## src/rtl/keypad_scan_pkg.sv

```systemverilog
// Shared types, constants and helpers for the 4x4 keypad scanner.
package keypad_scan_pkg;

  typedef enum logic [1:0] {
    ST_SCAN     = 2'd0,
    ST_DEBOUNCE = 2'd1,
    ST_HELD     = 2'd2
  } state_e;

  localparam logic [3:0] KEY_CLEAR = 4'hC;
  localparam logic [3:0] ROW_RESET = 4'b1110;

  // Key codes indexed by {row_idx, col_idx}; entry 0 is row 0 / column 0.
  localparam logic [15:0][3:0] KEY_MAP = {
    4'hD, 4'hF, 4'h0, 4'hE,   // row 3: c3..c0
    4'hC, 4'h9, 4'h8, 4'h7,   // row 2
    4'hB, 4'h6, 4'h5, 4'h4,   // row 1
    4'hA, 4'h3, 4'h2, 4'h1    // row 0
  };

  // Index of the single low bit of a one-hot active-low row drive.
  function automatic logic [1:0] row_index(input logic [3:0] row);
    logic [1:0] idx;
    idx = 2'd0;
    case (row)
      4'b1101: idx = 2'd1;
      4'b1011: idx = 2'd2;
      4'b0111: idx = 2'd3;
      default: idx = 2'd0;
    endcase
    return idx;
  endfunction

  // Lowest-indexed low column wins when several are low.
  function automatic logic [1:0] col_select(input logic [3:0] col);
    logic [1:0] idx;
    idx = 2'd3;
    if (!col[0])      idx = 2'd0;
    else if (!col[1]) idx = 2'd1;
    else if (!col[2]) idx = 2'd2;
    return idx;
  endfunction

  // Advance the active-low row one position: 1110 -> 1101 -> 1011 -> 0111.
  function automatic logic [3:0] row_rotate(input logic [3:0] row);
    return {row[2:0], row[3]};
  endfunction

endpackage

```

## src/rtl/keypad_debounce_fsm.sv

```systemverilog
// Scan tick generation, row drive and press/release debounce state machine.
module keypad_debounce_fsm
  import keypad_scan_pkg::*;
#(
  parameter int unsigned SCAN_DIV = 50000,
  parameter int unsigned DEB_CNT  = 20
) (
  input  logic       clk,
  input  logic       rst,
  input  logic       col_hit,
  input  logic [1:0] col_idx,
  input  logic [3:0] code_in,
  output logic [3:0] row_out,
  output logic [3:0] key_code_out,
  output logic       key_valid_out,
  output logic       key_down_out
);

  localparam int unsigned CW = (SCAN_DIV > 1) ? $clog2(SCAN_DIV) : 1;
  localparam int unsigned DW = $clog2(DEB_CNT + 1);

  state_e        state_q, state_d;
  logic [CW-1:0] cnt_q, cnt_d;
  logic [DW-1:0] deb_q, deb_d;
  logic [DW-1:0] rel_q, rel_d;
  logic [DW-1:0] deb_inc, rel_inc;
  logic [3:0]    row_q, row_d;
  logic [1:0]    cand_col_q, cand_col_d;
  logic [3:0]    cand_code_q, cand_code_d;
  logic [3:0]    key_code_q, key_code_d;
  logic          key_valid_q, key_valid_d;
  logic          key_down_q, key_down_d;
  logic          tick_c;

  // Next-state logic: everything advances only on a scan tick; the row stays
  // put through DEBOUNCE/HELD, so the candidate row is implied by row_q.
  always_comb begin
    tick_c      = (cnt_q == CW'(SCAN_DIV - 1));
    cnt_d       = tick_c ? '0 : cnt_q + CW'(1);
    deb_inc     = deb_q + DW'(1);
    rel_inc     = rel_q + DW'(1);
    state_d     = state_q;
    deb_d       = deb_q;
    rel_d       = rel_q;
    row_d       = row_q;
    cand_col_d  = cand_col_q;
    cand_code_d = cand_code_q;
    key_code_d  = key_code_q;
    key_valid_d = 1'b0;
    key_down_d  = key_down_q;

    if (tick_c) begin
      case (state_q)
        ST_SCAN: begin
          if (col_hit) begin
            state_d     = ST_DEBOUNCE;
            cand_col_d  = col_idx;
            cand_code_d = code_in;
            deb_d       = '0;
          end else begin
            row_d = row_rotate(row_q);
          end
        end
        ST_DEBOUNCE: begin
          if (col_hit && (col_idx == cand_col_q)) begin
            if (deb_inc == DW'(DEB_CNT)) begin
              state_d     = ST_HELD;
              key_code_d  = cand_code_q;
              key_valid_d = 1'b1;
              key_down_d  = 1'b1;
              deb_d       = '0;
              rel_d       = '0;
            end else begin
              deb_d = deb_inc;
            end
          end else begin
            state_d = ST_SCAN;
            deb_d   = '0;
            row_d   = row_rotate(row_q);
          end
        end
        ST_HELD: begin
          if (col_hit) begin
            rel_d = '0;
          end else if (rel_inc == DW'(DEB_CNT)) begin
            state_d    = ST_SCAN;
            key_down_d = 1'b0;
            rel_d      = '0;
            row_d      = row_rotate(row_q);
          end else begin
            rel_d = rel_inc;
          end
        end
        default: begin
          state_d = ST_SCAN;
          row_d   = ROW_RESET;
        end
      endcase
    end
  end

  // State and output registers with synchronous reset.
  always_ff @(posedge clk) begin
    if (rst) begin
      state_q     <= ST_SCAN;
      cnt_q       <= '0;
      deb_q       <= '0;
      rel_q       <= '0;
      row_q       <= ROW_RESET;
      cand_col_q  <= 2'd0;
      cand_code_q <= 4'd0;
      key_code_q  <= 4'd0;
      key_valid_q <= 1'b0;
      key_down_q  <= 1'b0;
    end else begin
      state_q     <= state_d;
      cnt_q       <= cnt_d;
      deb_q       <= deb_d;
      rel_q       <= rel_d;
      row_q       <= row_d;
      cand_col_q  <= cand_col_d;
      cand_code_q <= cand_code_d;
      key_code_q  <= key_code_d;
      key_valid_q <= key_valid_d;
      key_down_q  <= key_down_d;
    end
  end

  assign row_out       = row_q;
  assign key_code_out  = key_code_q;
  assign key_valid_out = key_valid_q;
  assign key_down_out  = key_down_q;

endmodule

```

## src/rtl/keypad_scan.sv

```systemverilog
// 4x4 matrix keypad scanner with debounce and a 4-digit BCD entry buffer.
module keypad_scan
  import keypad_scan_pkg::*;
#(
  parameter int unsigned SCAN_DIV = 50000,
  parameter int unsigned DEB_CNT  = 20
) (
  input  logic       clk,
  input  logic       rst,
  output logic [3:0] ROW,
  input  logic [3:0] COL,
  output logic [3:0] key_code,
  output logic       key_valid,
  output logic       key_down,
  output logic [3:0] BCD3,
  output logic [3:0] BCD2,
  output logic [3:0] BCD1,
  output logic [3:0] BCD0
);

  logic [3:0]      col_s1_q, col_s1_d;
  logic [3:0]      col_s2_q, col_s2_d;
  logic [3:0][3:0] bcd_q, bcd_d;
  logic [3:0]      row_w;
  logic [3:0]      key_code_w;
  logic            key_valid_w;
  logic            key_down_w;
  logic            col_hit_c;
  logic [1:0]      col_idx_c;
  logic [1:0]      row_idx_c;
  logic [3:0]      code_c;

  // Column synchronizer input and key-map lookup for the driven row.
  always_comb begin
    col_s1_d  = COL;
    col_s2_d  = col_s1_q;
    col_hit_c = (col_s2_q != 4'hF);
    col_idx_c = col_select(col_s2_q);
    row_idx_c = row_index(row_w);
    code_c    = KEY_MAP[{row_idx_c, col_idx_c}];
  end

  // Entry buffer: digits shift in at BCD0, the clear key empties it.
  always_comb begin
    bcd_d = bcd_q;
    if (key_valid_w) begin
      if (key_code_w <= 4'd9) begin
        bcd_d = {bcd_q[2], bcd_q[1], bcd_q[0], key_code_w};
      end else if (key_code_w == KEY_CLEAR) begin
        bcd_d = '0;
      end
    end
  end

  // Synchronizer and buffer registers; idle columns read as pulled-up.
  always_ff @(posedge clk) begin
    if (rst) begin
      col_s1_q <= 4'hF;
      col_s2_q <= 4'hF;
      bcd_q    <= '0;
    end else begin
      col_s1_q <= col_s1_d;
      col_s2_q <= col_s2_d;
      bcd_q    <= bcd_d;
    end
  end

  keypad_debounce_fsm #(
    .SCAN_DIV (SCAN_DIV),
    .DEB_CNT  (DEB_CNT)
  ) u_fsm (
    .clk           (clk),
    .rst           (rst),
    .col_hit       (col_hit_c),
    .col_idx       (col_idx_c),
    .code_in       (code_c),
    .row_out       (row_w),
    .key_code_out  (key_code_w),
    .key_valid_out (key_valid_w),
    .key_down_out  (key_down_w)
  );

  assign ROW       = row_w;
  assign key_code  = key_code_w;
  assign key_valid = key_valid_w;
  assign key_down  = key_down_w;
  assign BCD3      = bcd_q[3];
  assign BCD2      = bcd_q[2];
  assign BCD1      = bcd_q[1];
  assign BCD0      = bcd_q[0];

endmodule

```

## config.mk

```make
export PLATFORM = sky130hd
export DESIGN_NAME = keypad_scan
export DESIGN_NICKNAME = d
export VERILOG_FILES = /design/src/rtl/keypad_scan_pkg.sv /design/src/rtl/keypad_debounce_fsm.sv /design/src/rtl/keypad_scan.sv
export SDC_FILE = /design/constraint.sdc
export NUM_CORES = 1
export LEC_CHECK = 0
export BUFFER_PORTS_ARGS = -buffer_cell sky130_fd_sc_hd__buf_2
export CAP_MARGIN = 20
export CELL_PAD_IN_SITES_DETAIL_PLACEMENT = 0
export CELL_PAD_IN_SITES_GLOBAL_PLACEMENT = 1
export CORE_ASPECT_RATIO = 1.1
export CORE_MARGIN = 4
export CORE_UTILIZATION = 40
export DETAILED_ROUTE_END_ITERATION = 10
export PLACE_DENSITY = 0.78
export SLEW_MARGIN = 20
export SYNTH_ARGS = -nofsm -noshare
export SYNTH_HDL_FRONTEND = slang
export SYNTH_SLANG_ARGS = --single-unit
```

## constraint.sdc

```tcl
create_clock -name clk -period 2.8 [get_ports clk]
set_input_delay 0.28 -clock clk [delete_from_list [all_inputs] [get_ports clk]]
set_output_delay 0.28 -clock clk [all_outputs]
set_load 0.01 [all_outputs]
```

==> summary.md <==
| Metric | Value |
|---|---|
| Syn avg cell area | `9.16 um^2` |
| Final hold viol count | `0` |
| Top_reg_cell synth | `dfxtp_1` |
| DRC viols | `0` |
| Vias per inst | `5.10` |
| Status | `finished, final reports clean` |
| Crit-path cells | `ha_1 > nor4bb_1 > nand2_1 > a221oi_1 > a21oi_1 > a211oi_1` |
| Resized Gates After CTS | `0` |
| Initial Util | `41.8%` |
| Nets | `395` |
| Kind of critical path | `reg2reg` |
| Hold buffer count at cts | `0` |
| P_leak | `1.37 nW` |
| Initial antenna violation count | `0` |
| Root buf cell | `clkbuf_8` |
| Routed WL | `6.08 mm` |
| First-iteration detailed-routing DRC count | `146` |
| Fill cells | `757` |
| Slowest stage delay, CP | `500 ps` |
| Detail Route Antenna Nets | `0` |
| Dominant cell type by area after synthesis | `dfxtp_1` |
| Ranking of synthesized cells by area | `dfxtp_1, nor2_1, ha_1` |
| CP max stage cell | `nor4bb_1` |
| Synthesized flop and latch total | `68` |
| Global-route wire length before repair | `10.2 mm` |
| FF-to-FF setup slack | `700 ps` |
| Syn Inst Count | `347` |
| Post-synth EDFFs | `0` |
| Reg clk slew, reported paths | `80 ps` |
| Finish-stage setup viols | `0` |
| Hold/Removal Path Class | `in2reg` |
| FF+latch area | `0.00136 mm^2` |
| Register area share after synthesis | `42.9%` |
| FP Rows | `33` |
| Tightest Pin Transition | `703 ps` |
| Synth top cells by count | `dfxtp_1, nor2_1, a21oi_1` |
| Multi-input logic area | `0.00172 mm^2` |
| Hold Crit Depth | `2` |
| H-tree Lvls | `3` |
| Fin util | `47.7%` |
| Relative slew slack | `53.1%` |
| Die Span Y | `101 um` |
| Drt pass-1 iters | `4` |
| Number of diodes | `0` |
| Via Count | `2485` |
| R2R cell count | `6` |
| Clk sink count | `68` |
| Post-detailed-route wirelength per cell | `12.5 um` |
| Period utilisation layout | `74.9%` |
| Post-CTS Setup Bufs | `0` |
| Max-cap violation count | `0` |
| Gpl congestion | `0.845` |
| Required time of the critical path | `3060 ps` |
| Async SR Flop Fraction | `0%` |
| Worst-path maximum fanout | `5` |
| Arr. time, crit path | `2350 ps` |
| Input/output buffers | `31` |
| Die W | `93.0 um` |
| Clk_skew | `14.3 ps` |
| Peak Freq | `477 MHz` |
| Setup TNS | `0 ps` |
| Most frequent cell after synthesis | `dfxtp_1` |
| Ys Warns | `0` |
| Die area | `0.00943 mm^2` |
| Layout cell share with drive strength beyond 1 | `18.8%` |
| Fin. max-slew vios | `0` |
| Synthesis-to-finish area growth | `14.2%` |
| Worst-Skew Late Latency | `340 ps` |
| Largest net degree at the start of global routing | `39` |
| Core Footprint | `0.00760 mm^2` |
| Unique masters post-synth | `50` |
| Post-Syn Nets | `365` |
| CTS max path bufs | `2` |
| I/O pins | `32` |
| Maximum VDD drop | `0.262 mV` |
| Period minus WS final | `2100 ps` |
| Share of the synthesized area in the top cell type | `42.9%` |
| Cell Pwr Density | `514 mW/mm^2` |
| Global route total overflow | `0` |
| CP Capture Type | `flop` |
| Gr usage total | `13.4%` |
| Vias in the first global route | `2245` |
| Cts bufs inserted | `9` |
| CP Launch Type | `flop` |
| TritonCTS clock tree | `done` |
| Unrepaired setup endpoints after global routing | `false` |
| Final HPWL DP | `4.32 mm` |
| Post-synth design cell area | `0.00318 mm^2` |
## sequential cells by signal (all words and copies together), names as in the netlist
| signal | count |
|---|---|
| col_s1_q | 4 |
| col_s2_q | 4 |
| u_fsm.state_q | 2 |
| u_fsm.cand_code_q | 4 |
| BCD2 | 4 |
| u_fsm.key_valid_out | 1 |
| BCD0 | 4 |
| u_fsm.key_code_out | 4 |
| u_fsm.key_down_out | 1 |
| BCD1 | 4 |
| u_fsm.cnt_q | 16 |
| u_fsm.rel_q | 5 |
| BCD3 | 4 |
| u_fsm.cand_col_q | 2 |
| u_fsm.row_out | 4 |
| u_fsm.deb_q | 5 |
## path summary, 6_finish.rpt
kind | start | end
worst max-delay path | u_fsm.rel_q[0] | u_fsm.state_q[1]
worst min-delay path | COL[3] | col_s1_q[3]
worst max register to register | u_fsm.rel_q[0] | u_fsm.state_q[1]
worst min register to register | col_s1_q[0] | col_s2_q[0]
## metal layers
metal | up-vias | routed length [um] | track usage [%]
li1 | 1296 | - | -
met5 | - | 0 | 0
met1 | 1142 | 3040 | 17.8
met2 | 40 | 2730 | 20.7
met3 | 7 | 250 | 2.75
met4 | 0 | 65 | 6.88
## cell usage in the layout (no fill, tap or decap), drive strengths merged, types with 6 or more instances in the layout
cell type and count:
nand3 13, inv 13, or2 12, dfxtp 68
nand4 6, a22oi 14, clkbuf 9, nor3 7
xor2 8, a21oi 18, ha 12, nand2 15
and3 6, a211oi 8, buf 33, xnor2 10
mux2i 15, o21ai 11, nor2 53, nand3b 6
## critical path, delay by kind of cell (launching register included)
family	cells	cell delay (ps)
AOI/OAI and AO/OA	3	760
adders and majority gates	1	240
DFF	1	370
and+or+nand+nor	2	670
## metrics by stage
step	instances	setup slack, ps	instance area (um^2)	hold WS, ps	total power [mW]
3_5_place_dp	471	684	3420	395	1.06
5_1_grt	487	419	3630	112	1.95
6_report	487	704	3630	122	1.86
2_1_floorplan	347	855	3180	384	1.05
3_3_place_gp	471	719	3420	393	1.06
4_1_cts	487	674	3630	101	1.90
## layout make-up
cell class | count | share of cell area, %
sequential | 68 | 37.5
inverter | 10 | 1.03
multi-input combinational | 255 | 47.5
timing repair buffer | 33 | 4.69
clock inverter | 7 | 2.24
clock buffer | 9 | 3.41
tap | 105 | 3.62
## cell families (layout without fill, tap and decap cells)
| group | after synthesis | after routing | synth area share, % |
|---|---|---|---|
| mux | 16 | 16 | 5.44 |
| flops | 68 | 68 | 42.9 |
| fa+ha+maj | 12 | 12 | 4.73 |
| xor+xnor | 18 | 18 | 4.96 |
| simple gates | 147 | 147 | 26.0 |
| compound gates | 62 | 62 | 13.0 |
| buf+inv | 24 | 59 | 2.95 |
## power breakdown
part / total (mW) / internal, mW / switching [mW]
logic: 0.0596 / 0.0222 / 0.0374
registers: 0.982 / 0.975 / 0.00670
clock network: 0.822 / 0.423 / 0.398
total: 1.86 / 1.42 / 0.442
Note: power is estimated with default switching activity, not from simulation.
